## src/rtl/shift_register_param.sv

```systemverilog
// Parametrised universal register with clock enable, parallel load, logical or
// rotating shifts in both directions and a shift counter that saturates at WIDTH.
module shift_register_param #(
  parameter int               WIDTH       = 8,
  parameter logic [WIDTH-1:0] RESET_VALUE = '0,
  localparam int              CNT_W       = $clog2(WIDTH + 1)
) (
  input  logic             clk,
  input  logic             rst,
  input  logic             en,
  input  logic [1:0]       mode,
  input  logic             rotate,
  input  logic             ser_in_msb,
  input  logic             ser_in_lsb,
  input  logic [WIDTH-1:0] d,
  output logic [WIDTH-1:0] q,
  output logic             ser_out_lsb,
  output logic             ser_out_msb,
  output logic [CNT_W-1:0] shift_cnt,
  output logic             drained
);

  localparam logic [1:0] MODE_HOLD  = 2'b00;
  localparam logic [1:0] MODE_RIGHT = 2'b01;
  localparam logic [1:0] MODE_LEFT  = 2'b10;
  localparam logic [1:0] MODE_LOAD  = 2'b11;

  localparam logic [CNT_W-1:0] CNT_MAX = CNT_W'(WIDTH);

  logic [WIDTH-1:0] q_next;
  logic [CNT_W-1:0] cnt_next;
  logic [CNT_W-1:0] cnt_inc;
  logic             fill;

  // Both shift directions share one counter; it stops at WIDTH.
  assign cnt_inc = (shift_cnt == CNT_MAX) ? shift_cnt : shift_cnt + 1'b1;

  always_comb begin
    q_next   = q;
    cnt_next = shift_cnt;
    fill     = 1'b0;
    if (en) begin
      case (mode)
        MODE_RIGHT: begin
          fill     = rotate ? q[0] : ser_in_msb;
          q_next   = {fill, q[WIDTH-1:1]};
          cnt_next = cnt_inc;
        end
        MODE_LEFT: begin
          fill     = rotate ? q[WIDTH-1] : ser_in_lsb;
          q_next   = {q[WIDTH-2:0], fill};
          cnt_next = cnt_inc;
        end
        MODE_LOAD: begin
          q_next   = d;
          cnt_next = '0;
        end
        MODE_HOLD: begin
          q_next   = q;
          cnt_next = shift_cnt;
        end
        default: begin
          q_next   = q;
          cnt_next = shift_cnt;
        end
      endcase
    end
  end

  always_ff @(posedge clk) begin
    if (rst) begin
      q         <= RESET_VALUE;
      shift_cnt <= '0;
    end else begin
      q         <= q_next;
      shift_cnt <= cnt_next;
    end
  end

  assign ser_out_lsb = q[0];
  assign ser_out_msb = q[WIDTH-1];
  assign drained     = (shift_cnt == CNT_MAX);

endmodule
```

## config.mk

```make
export PLATFORM = sky130hd
export DESIGN_NAME = shift_register_param
export DESIGN_NICKNAME = d
export VERILOG_FILES = /design/src/rtl/shift_register_param.sv
export SDC_FILE = /design/constraint.sdc
export NUM_CORES = 1
export LEC_CHECK = 0
export CAP_MARGIN = 20
export CORE_UTILIZATION = 40
export CTS_BUF_LIST = sky130_fd_sc_hd__clkbuf_4 sky130_fd_sc_hd__clkbuf_8 sky130_fd_sc_hd__clkbuf_16
export DETAILED_ROUTE_END_ITERATION = 8
export GPL_TIMING_DRIVEN = 0
export PLACE_DENSITY_LB_ADDON = 0.2
export SKIP_LAST_GASP = 1
export SYNTH_ARGS = -nofsm -noshare
export SYNTH_HDL_FRONTEND = slang
export SYNTH_SLANG_ARGS = --single-unit
export TNS_END_PERCENT = 5
```

## constraint.sdc

```tcl
create_clock -name clk -period 1.9 [get_ports clk]
set_clock_uncertainty 0.15 [all_clocks]
set_input_delay 0.38 -clock clk [delete_from_list [all_inputs] [get_ports clk]]
set_output_delay 0.38 -clock clk [all_outputs]
set_load 0.1 [all_outputs]
```

### Word level (Yosys, flattened, before mapping)

Cells that the tools add are included.

| word-level totals | value |
|---|---|
| bits in registers | 12 |
| input bits | 16 |
| logic and storage cells | 18 |

| operators by class | value |
|---|---|
| add/sub/neg operators | 1 |
| equal/unequal tests | 5 |
| multiplexer cells | 5 |
| bitwise operators | 1 |
| reduce and logical (&&, ||, !) cells | 4 |

Operators with widths:

| cell | number |
|---|---|
| case mux 8 bit (3 select lines) | 1 |
| case mux 4 bit (2 select lines) | 1 |
| adder 4 x 1 -> 4 bit (second input constant) | 1 |
| == test 2 bit (second input constant) | 2 |
| == test 4 bit (second input constant) | 1 |
| two-way mux 4 bit | 1 |
| AND reduction 3 bit | 1 |
| == test 2 x 1 -> 1 bit (second input constant) | 1 |
| logical NOT 2 bit | 1 |
| two-way mux 1 bit | 2 |
| inequality test 2 bit (second input constant) | 1 |
| AND reduction 2 bit | 1 |
| OR reduction 2 bit | 1 |
| inverter 1 bit | 1 |

### Depth between registers and ports, before layout

Gate-level depths: netlist of run 1.

| depth | value |
|---|---|
| depth in word-level cells | 4 |
| depth in mapped cells | 6 |
| mapped depth without buffers | 5 |

### Least setup slack after synthesis of run 1

OpenSTA, ideal clock, no wires.

| timing | value |
|---|---|
| path kind | reg2out |
| from | register shift_cnt[3] |
| to | output drained |
| arrival time | 2357 ps |
| path slack | -987 ps |
| stages on the path, launching flop included | 3 |
| buffers on the path | 0 |
| cells stage by stage | dfxtp_1 -> nand2_1 -> nor2_1 |

| between the ends | value |
|---|---|
| longest elaborated chain between the ends | 1 |

RTL lines:

| item | RTL line | text |
|---|---|---|
| start: declaration | 19 | `output logic [CNT_W-1:0] shift_cnt,` |
| start signal: assignment | 76 | `shift_cnt <= cnt_next;` |
| == test 4 bit | 82 | `assign drained = (shift_cnt == CNT_MAX);` |
| end: declaration | 20 | `output logic drained` |

Every way passes these cells.

### Worst setup path after layout of run 1

| timing | value |
|---|---|
| from | register q[7] |
| to | output q[7] |

RTL lines:

| item | RTL line | text |
|---|---|---|
| start: declaration | 16 | `output logic [WIDTH-1:0] q,` |
| start signal: assignment | 75 | `q <= q_next;` |

No word-level cell between the ends.

==> flow_metrics.tcl, run 1 <==
set metrics [dict create \
    crit_type "reg -> out" \
    min_from "shift_cnt[3]$_SDFFE_PP0P_" \
    cts_tree "done" \
    nets 139 \
    clockRootBuffer "clkbuf_4" \
    ir_drop_mv 0.475 \
    crit_path_end_kind "primary output" \
    reg2reg_to "shift_cnt[1]$_SDFFE_PP0P_" \
    num_vias 768 \
    core_sq_um 1580 \
    p_leak_nw 0.432 \
    netlist_top_cells_area "dfxtp_1 (34%), ha_1 (8.9%), a311oi_1 (8.8%), a22oi_1 (7.5%), nor2_1 (5.4%)" \
    drtIter0Drc 28 \
    worstMarginPinSlew_ns 0.973 \
    cp_max_fo 5 \
    start_kind "flop" \
    cpPeakStageDelay_ns 0.80 \
    wl_per_cell_um 14.3 \
    violations "DRC, setup timing" \
    hold_viol 0 \
    reg2reg_depth 5 \
    htreeDepth 1 \
    maxCapViolations 0 \
    io_buffers 30 \
    hold_path_end "shift_cnt[3]$_SDFFE_PP0P_" \
    synth.avg_cell_area_sq_um 8.44 \
    totalWireLength_um 1910 \
    required_ns 1.37 \
    pre_cts_ws_ns -0.472 \
    syn_area_sq_um 701 \
    post-cts-setup-buffers 0 \
    rsz0062_at_grt "true" \
    first_pass_iters 6 \
    clk_latency_ns 0.27 \
    p_total_uw 768 \
    cp.arrival_ns 1.59 \
    grt_pass1_vias 660 \
    slowest_stage "clkdlybuf4s15_1" \
    antenna_found_initial 0 \
    diodes 0 \
    clk_pin_slew_ns 0.09 \
    initial_core_util 0.444 \
    hold_ws_ns 0.357 \
    reg2reg_from "shift_cnt[0]$_SDFFE_PP0P_" \
    hp-class "reg -> reg" \
    cpLargestDelayFamily "buffers and inverters" \
    min_period_over_period 1.12 \
    clock_sinks 12 \
    synth_nets 104 \
    ys.warnings.count 0 \
    yosysSeqAreaShare 0.343 \
    viasPerCell 5.77 \
    synth-seq-cells 12 \
    maxSlewHeadroom 0.354 \
    std_cell_rows 14 \
    yosysUniqueCellTypes 25 \
    die_area_sq_um 1920 \
    r2r_slack_ns 0.19 \
    gp_congestion 0.804 \
    slew_violations 0 \
    cellPowerDensity_nw_per_um2 730 \
    fmax_mhz 472 \
    drive_gt1_frac 0.162 \
    synth_top_area_frac 0.343 \
    synthCells 83 \
    holdPathStages 2 \
    yosys.area.top_type "dfxtp_1" \
    status "complete, but fails checks" \
    die-width_um 43.9 \
    period_minus_slack_ns 2.12 \
    track_usage 0.211 \
    die_h_um 43.9 \
    cp_num_buf_inv 2 \
    syn_to_final_growth_pct 50.2 \
    fillers 149 \
    grt_overflow 0 \
    crit_path_cell_trace "buf_4 -> clkdlybuf4s15_1" \
    grt_pass1_wl_um 3080 \
    grt_start_max_net_pins 11 \
    cts_buffer_depth 2 \
    setup_viol 25 \
    dp_hpwl_um 1390 \
    io_pins 31 \
    drc 2 \
    cts_buffers 3 \
    finalWorstSetupSlack_ns -0.220 \
    antenna_left 0 \
]
worst register-to-register path, cell delays in order (launching register included):
cell     delay (ns)
dfxtp_2        0.39
inv_1          0.05
ha_1           0.20
and4b_4        0.23
or4b_1         0.47
a21oi_1        0.15
cells in the mapped netlist (all sizes together):
master  number
a22oi        7
nand3        1
mux2         2
ha           5
o31ai        1
nor2        11
a211oi       1
and4b        1
clkbuf       3
a21oi        4
buf          3
a311oi       7
or4b         1
or4          3
nand2        9
a221oi       1
nor2b        1
a31oi        1
inv          4
o21ai        3
dfxtp       12
nand2b       2
registers in the layout (all words and copies together) (netlist names):
| name | count |
|---|---|
| q | 8 |
| shift_cnt | 4 |
cells by family (layout without fill, tap and decap cells):
logic type      after synthesis  after routing  synth area share
compound gates               25             25             0.255
fa+ha+maj                     5              5            0.0893
buf+inv                      10             44            0.0661
flops                        12             12             0.343
mux                           2              2            0.0321
simple gates                 29             29             0.214
worst max path at each step:
stage	startpoint	to	slack [ns]	cells past startpoint
after floorplan	shift_cnt[2]$_SDFFE_PP0P_	shift_cnt[1]$_SDFFE_PP0P_	-0.26	3
after global placement	shift_cnt[0]$_SDFFE_PP0P_	drained	-0.46	5
after detailed placement	mode[0]	shift_cnt[1]$_SDFFE_PP0P_	-0.47	6
after CTS	q[0]$_SDFFE_PP0P_	q[0]	-0.25	2
after global routing	q[7]$_SDFFE_PP0P_	q[7]	-0.30	2
final	q[7]$_SDFFE_PP0P_	q[7]	-0.22	2
cells in the final DEF (no fill, tap or decap):
cell type / netlist / routed
or4b_1: 1 / 1
nand2b_1: 1 / 1
buf_4: 2 / 2
ha_1: 5 / 5
inv_1: 4 / 4
nor2_4: 0 / 1
nor2_1: 10 / 9
or4_1: 3 / 3
clkdlybuf4s15_2: 0 / 2
clkbuf_1: 3 / 3
clkbuf_2: 0 / 1
a31oi_1: 1 / 1
and4b_4: 1 / 1
mux2_2: 2 / 2
nand2_1: 9 / 9
a22oi_1: 7 / 7
clkdlybuf4s50_1: 0 / 15
buf_2: 1 / 1
dlygate4sd2_1: 0 / 11
a21oi_1: 4 / 4
clkbuf_4: 0 / 3
a211oi_1: 1 / 1
nand2b_2: 1 / 1
a221oi_1: 1 / 1
clkdlybuf4s15_1: 0 / 1
nand3_1: 1 / 1
nor2_2: 1 / 1
clkbuf_8: 0 / 1
o21ai_0: 3 / 3
dfxtp_1: 12 / 9
nor2b_1: 1 / 1
a311oi_1: 7 / 7
dfxtp_2: 0 / 3
o31ai_1: 1 / 1
final cells by class:
cell class | instances | area [sq um] | share of cell area
timing repair buffer | 30 | 284 | 0.270
buffer | 6 | 31.3 | 0.0297
multi-input combinational | 61 | 422 | 0.401
inverter | 4 | 15.0 | 0.0143
clock buffer | 4 | 36.3 | 0.0345
tap | 16 | 20.0 | 0.0190
sequential | 12 | 244 | 0.232
through the flow:
stage,instances,utilization,setup TNS (ns),instance area (sq um)
floorplan,83,-,-0.780,712
finish,133,0.667,-3.68,1050
global placement,129,0.655,-6.95,1030
global route,133,0.667,-5.52,1050
CTS,133,0.671,-3.88,1060
detailed placement,129,0.655,-7.59,1030
layer usage:
metal,wire [um],global-route usage
met3,119,0.0583
met4,0,0.0364
met5,0,0
met1,849,0.271
met2,937,0.358
power breakdown:
part | switching (mW) | leakage [nW] | internal (mW)
registers | 0.0177 | 0.100 | 0.268
logic | 0.196 | 0.311 | 0.0777
clock network | 0.0929 | 0.0210 | 0.116
total | 0.306 | 0.432 | 0.462
timing repair:
item,4_1_cts,5_1_grt
hold buffers,0,0
hold endpoints to repair,0,0
endpoints found under the setup margin,27,27
resized for setup,21,1
(Power assumes the default switching activity.)
==> run 2, diff against run 1 <==
--- a/config.mk
+++ b/config.mk
@@ -5,7 +5,7 @@
 export SDC_FILE = /design/constraint.sdc
 export NUM_CORES = 1
 export LEC_CHECK = 0
-export CAP_MARGIN = 20
+export CAP_MARGIN = 0
 export CORE_UTILIZATION = 40
 export CTS_BUF_LIST = sky130_fd_sc_hd__clkbuf_4 sky130_fd_sc_hd__clkbuf_8 sky130_fd_sc_hd__clkbuf_16
 export DETAILED_ROUTE_END_ITERATION = 8
==> constraint.sdc (replaced) <==
create_clock -name clk -period 1.9 [get_ports clk]
set_clock_uncertainty 0.15 [all_clocks]
set_input_delay 0.19 -clock clk [delete_from_list [all_inputs] [get_ports clk]]
set_output_delay 0.19 -clock clk [all_outputs]
set_load 0.1 [all_outputs]
==> run 2 against run 1 <==
Power is 1.2% higher. Global-route usage up 1.7 points. Combinational power up 3%. Hold slack lost 0.0096 ns. Critical path depth decreased by 1. Cell area grew 1.2%. Sequential power about the same. Clock power hardly changed. Routed wire length rose by 2.5%. Largest cell class unchanged. Cell count did not move. The run still ends with DRC, setup timing left.
==> flow_metrics.tcl, run 2 (synthesized netlist as in run 1, its figures left out) <==
set metrics [dict create \
    status "complete, but fails checks" \
    violations "DRC, setup timing" \
    grt_start_max_net_pins 11 \
    die_h_um 43.9 \
    dp_hpwl_um 1380 \
    min_from "rst" \
    grtUsageMet1 0.234 \
    wl_per_cell_um 14.7 \
    htreeDepth 1 \
    cpPeakStageDelay_ns 1.15 \
    crit_path_end_kind "primary output" \
    cts_buffers 3 \
    layout_common_cells "clkdlybuf4s50_1 (21), nand2_1 (9), nor2_1 (9)" \
    core_sq_um 1580 \
    holdPathStages 2 \
    drive_gt1_frac 0.154 \
    maxSlewHeadroom 0.356 \
    io_buffers 30 \
    gp_congestion 0.803 \
    cts_tree "done" \
    required_ns 1.56 \
    maxCapViolations 0 \
    diodes 0 \
    largest_reg_flops 8 \
    reg2reg_depth 5 \
    reg2reg_from "shift_cnt[0]$_SDFFE_PP0P_" \
    grt_pass1_wl_um 3120 \
    rsz0062_at_grt "true" \
    syn_to_final_growth_pct 52.0 \
    antenna_found_initial 0 \
    setup_viol 12 \
    initial_core_util 0.444 \
    nets 139 \
    reg2reg_to "shift_cnt[1]$_SDFFE_PP0P_" \
    cp.arrival_ns 1.82 \
    hold_ws_ns 0.348 \
    ctsHoldBuffers 0 \
    grt_util_met3 0.0917 \
    cp_num_buf_inv 1 \
    regMostFlops "q" \
    period_minus_slack_ns 2.16 \
    drc 2 \
    fillers 144 \
    hold_viol 0 \
    slew_violations 0 \
    finalWorstSetupSlack_ns -0.262 \
    start_kind "flop" \
    hold_path_end "q[5]$_SDFFE_PP0P_" \
    totalWireLength_um 1950 \
    worstMarginPinSlew_ns 0.963 \
    r2r_slack_ns 0.20 \
    stdcell_count 133 \
    crit_path_cell_trace "clkdlybuf4s50_1" \
    cellPowerDensity_nw_per_um2 730 \
    clock_sinks 12 \
    io_pins 31 \
    final_common_cell "clkdlybuf4s50_1" \
    p_leak_nw 0.430 \
    viasPerCell 5.89 \
    clk_pin_slew_ns 0.09 \
    die-width_um 43.9 \
    cp_max_fo 4 \
    num_vias 783 \
    top_usage_layer "met2" \
    cpLargestDelayFamily "buffers and inverters" \
    grt_overflow 0 \
    min_period_over_period 1.14 \
    seq_area_sq_um 245 \
    reg_top3 "q x8, shift_cnt x4" \
    std_cell_rows 14 \
    hp-class "in -> reg" \
    slowest_stage "clkdlybuf4s50_1" \
    first_pass_iters 8 \
    multi_input_area_sq_um 422 \
    track_usage 0.228 \
    dp.cells 129 \
    met2_usage 0.367 \
    p_total_uw 778 \
    crit_type "reg -> out" \
    cts_buffer_depth 2 \
    clk_latency_ns 0.29 \
    die_area_sq_um 1920 \
    antenna_left 0 \
    grt_pass1_vias 742 \
    drtIter0Drc 22 \
    fmax_mhz 462 \
    ir_drop_mv 0.487 \
    clockRootBuffer "clkbuf_4" \
]
-- run 2: changes by cell type in the layout (fill, tap and decap cells not counted) --
cell,change
dlygate4sd2_1,-4
clkdlybuf4s15_1,-1
dfxtp_1,-1
clkdlybuf4s50_1,+6
clkbuf_2,-1
dfxtp_2,+1
dlymetal6s2s_1,+1
clkdlybuf4s15_2,-1
-- run 2: where the power goes --
group	leakage (nW)	total, mW	switching (mW)	internal (mW)
sequential	0.100	0.285	0.0177	0.268
combinational	0.309	0.280	0.197	0.0837
clock	0.0210	0.212	0.0949	0.117
total	0.430	0.778	0.309	0.468
-- run 2: area by class of cell --
class,instances,area share
Buffer,6,0.0294
Clock buffer,4,0.0341
Tap cell,16,0.0188
Multi-Input combinational cell,61,0.396
Inverter,4,0.0141
Sequential cell,12,0.230
Timing Repair Buffer,30,0.277
-- run 2: worst max-delay path by stage --
stage                     slack [ns]                        end  depth (start not counted)                       from
after floorplan                -0.10  shift_cnt[1]$_SDFFE_PP0P_                          5  shift_cnt[0]$_SDFFE_PP0P_
after CTS                      -0.27                       q[2]                          1          q[2]$_SDFFE_PP0P_
after global placement         -0.27                    drained                          5  shift_cnt[0]$_SDFFE_PP0P_
after global routing           -0.31                       q[6]                          1          q[6]$_SDFFE_PP0P_
final                          -0.26                       q[6]                          1          q[6]$_SDFFE_PP0P_
after detailed placement       -0.28                    drained                          5  shift_cnt[0]$_SDFFE_PP0P_
-- run 2: what timing repair did --
action	CTS	global route
resized for setup	10	1
setup endpoints to repair	15	23
buffers inserted	0	0
-- run 2: worst reg2reg max path, cell delays in order (launching register included) --
cell,delay [ns]
dfxtp_2,0.38
inv_1,0.06
ha_1,0.20
and4b_4,0.23
or4b_1,0.46
a21oi_1,0.14
-- run 2: stage by stage --
stage / util / area, sq um / TNS (ns) / setup WS (ns)
after floorplan: - / 713 / -0.213 / -0.104
after global placement: 0.656 / 1030 / -2.37 / -0.265
after detailed placement: 0.656 / 1030 / -2.76 / -0.280
after CTS: 0.674 / 1060 / -1.98 / -0.272
after global routing: 0.675 / 1060 / -2.93 / -0.306
final: 0.675 / 1060 / -1.67 / -0.262
-- run 2: metal layers --
| metal | vias to the layer above | wire length (um) | share of wire |
|---|---|---|---|
| met2 | 36 | 943 | 0.48 |
| met4 | 0 | 74 | 0.038 |
| li1 | 377 | - | - |
| met3 | 10 | 136 | 0.070 |
| met1 | 360 | 799 | 0.41 |
| met5 | - | 0 | 0 |
==> run 3, diff against run 2 <==
--- a/config.mk
+++ b/config.mk
@@ -10,7 +10,7 @@
 export CTS_BUF_LIST = sky130_fd_sc_hd__clkbuf_4 sky130_fd_sc_hd__clkbuf_8 sky130_fd_sc_hd__clkbuf_16
 export DETAILED_ROUTE_END_ITERATION = 8
 export GPL_TIMING_DRIVEN = 0
-export PLACE_DENSITY_LB_ADDON = 0.2
+export PLACE_DENSITY = 0.81
 export SKIP_LAST_GASP = 1
 export SYNTH_ARGS = -nofsm -noshare
 export SYNTH_HDL_FRONTEND = slang
==> constraint.sdc (replaced) <==
create_clock -name clk -period 2.5 [get_ports clk]
set_clock_uncertainty 0.15 [all_clocks]
set_input_delay 0.25 -clock clk [delete_from_list [all_inputs] [get_ports clk]]
set_output_delay 0.25 -clock clk [all_outputs]
set_load 0.1 [all_outputs]
==> run 3 against run 2 <==
Setup slack better by 0.44 ns. Largest cell class unchanged. Register-to-register slack better by 0.50 ns. Critical endpoint is now q[7]. Critical path depth is 1 higher. Utilization is 1.3 points lower. The run ends with DRC left. Count of clock-buffer cells in the layout is 1 lower.
==> flow_metrics.tcl, run 3 (synthesized netlist as in run 1, its figures left out) <==
set metrics [dict create \
    viasPerCell 5.77 \
    reg2reg_from "shift_cnt[0]$_SDFFE_PP0P_" \
    totalWireLength_um 1890 \
    pre_cts_ws_ns 0.227 \
    ir_drop_mv 0.393 \
    slew_violations 0 \
    htreeDepth 1 \
    gp_congestion 0.786 \
    reg2reg_depth 5 \
    hp-class "reg -> reg" \
    cts_buffers 3 \
    min_from "shift_cnt[3]$_SDFFE_PP0P_" \
    antenna_found_initial 0 \
    setup_viol 0 \
    clock_sinks 12 \
    clk_pin_slew_ns 0.08 \
    num_vias 762 \
    clockRootBuffer "clkbuf_4" \
    die_h_um 43.9 \
    hold_path_end "shift_cnt[3]$_SDFFE_PP0P_" \
    largest_reg_flops 8 \
    grt_pass1_wl_um 2970 \
    drtIter0Drc 24 \
    start_kind "flop" \
    p_leak_nw 0.383 \
    grt_pass1_vias 659 \
    nets 139 \
    io_pins 31 \
    cp_max_fo 5 \
    diodes 0 \
    reg2reg_to "shift_cnt[1]$_SDFFE_PP0P_" \
    maxSlewHeadroom 0.347 \
    reg_top3 "q x8, shift_cnt x4" \
    hold_ws_ns 0.373 \
    post-cts-setup-buffers 0 \
    wl_per_cell_um 14.3 \
    antenna_left 0 \
    min_period_over_period 0.927 \
    initial_core_util 0.444 \
    cp.arrival_ns 1.92 \
    first_pass_iters 7 \
    status "complete, but fails checks" \
    die_area_sq_um 1920 \
    drive_gt1_frac 0.103 \
    fin_tns_setup_ns 0 \
    final_common_cell "clkdlybuf4s50_1" \
    layout_common_cells "clkdlybuf4s50_1 (29), dfxtp_1 (12), nand2_1 (9), nor2_1 (9)" \
    rsz0062_at_grt "false" \
    cellPowerDensity_nw_per_um2 530 \
    r2r_slack_ns 0.70 \
    cts_tree "done" \
    drc 3 \
    period_minus_slack_ns 2.32 \
    fillers 136 \
    cts_buffer_depth 2 \
    fmax_mhz 431 \
    hold_viol 0 \
    maxCapViolations 0 \
    core_sq_um 1580 \
    required_ns 2.10 \
    regMostFlops "q" \
    holdPathStages 2 \
    std_cell_rows 14 \
    worstMarginPinSlew_ns 0.977 \
    syn_to_final_growth_pct 49.1 \
    grt_start_max_net_pins 11 \
    crit_type "reg -> out" \
    crit_path_end_kind "primary output" \
    die-width_um 43.9 \
    grt_overflow 0 \
    violations "DRC" \
    dp_hpwl_um 1390 \
    track_usage 0.210 \
    finalWorstSetupSlack_ns 0.182 \
    clk_latency_ns 0.27 \
    io_buffers 30 \
]
## run 3: changes by cell type in the layout (fill, tap and decap cells not counted), sizes merged
cell | before | now
clkdlybuf4s15 | 1 | 0
clkbuf | 7 | 6
dlymetal6s2s | 1 | 0
dlygate4sd2 | 7 | 1
clkdlybuf4s50 | 21 | 29
## run 3: worst max-delay path: stages, from the launching register on
cell and delay [ns]:
dfxtp_1 0.40, buf_4 0.13, clkdlybuf4s50_1 1.12
## run 3: area by class of cell
type | count | area [sq um] | area share
Clock buffer | 3 | 22.5 | 0.0216
Sequential cell | 12 | 240 | 0.230
Inverter | 4 | 15.0 | 0.0144
Buffer | 6 | 31.3 | 0.0299
Timing Repair Buffer | 30 | 299 | 0.286
Multi-Input combinational cell | 61 | 417 | 0.399
Tap cell | 16 | 20.0 | 0.0192
## run 3: per-layer routing
layer / share of wire / global-route usage / up-vias
met4: 0.012 / 0.0727 / 0
met3: 0.075 / 0.0792 / 2
met5: 0 / 0 / -
met1: 0.44 / 0.258 / 350
met2: 0.47 / 0.337 / 33
li1: - / - / 377
## run 3: power breakdown
part	switching [mW]	internal, mW	leakage, nW	total (mW)
sequential	0.0138	0.203	0.0986	0.217
combinational	0.149	0.0690	0.271	0.218
clock	0.0631	0.0558	0.0138	0.119
## run 3: per-stage QoR
step / power [mW] / utilization / area (sq um) / instances
after floorplan: 0.372 / - / 703 / 83
after global placement: 0.436 / 0.649 / 1020 / 129
after detailed placement: 0.439 / 0.649 / 1020 / 129
after CTS: 0.557 / 0.663 / 1040 / 132
after global routing: 0.580 / 0.663 / 1040 / 132
final: 0.554 / 0.663 / 1040 / 132
## run 3: timing repair
action	in CTS	in global routing
gates resized for setup	1	0
endpoints found under the hold margin	0	0
hold buffers	0	0
endpoints found under the setup margin	1	0
## run 3: worst max path at each step
stage                                   start                         to  depth (start not counted)
floorplan           shift_cnt[0]$_SDFFE_PP0P_  shift_cnt[1]$_SDFFE_PP0P_                          5
global placement    shift_cnt[0]$_SDFFE_PP0P_                    drained                          5
detailed placement  shift_cnt[0]$_SDFFE_PP0P_                    drained                          5
CTS                         q[7]$_SDFFE_PP0P_                       q[7]                          2
global route        shift_cnt[0]$_SDFFE_PP0P_                    drained                          5
finish                      q[7]$_SDFFE_PP0P_                       q[7]                          2
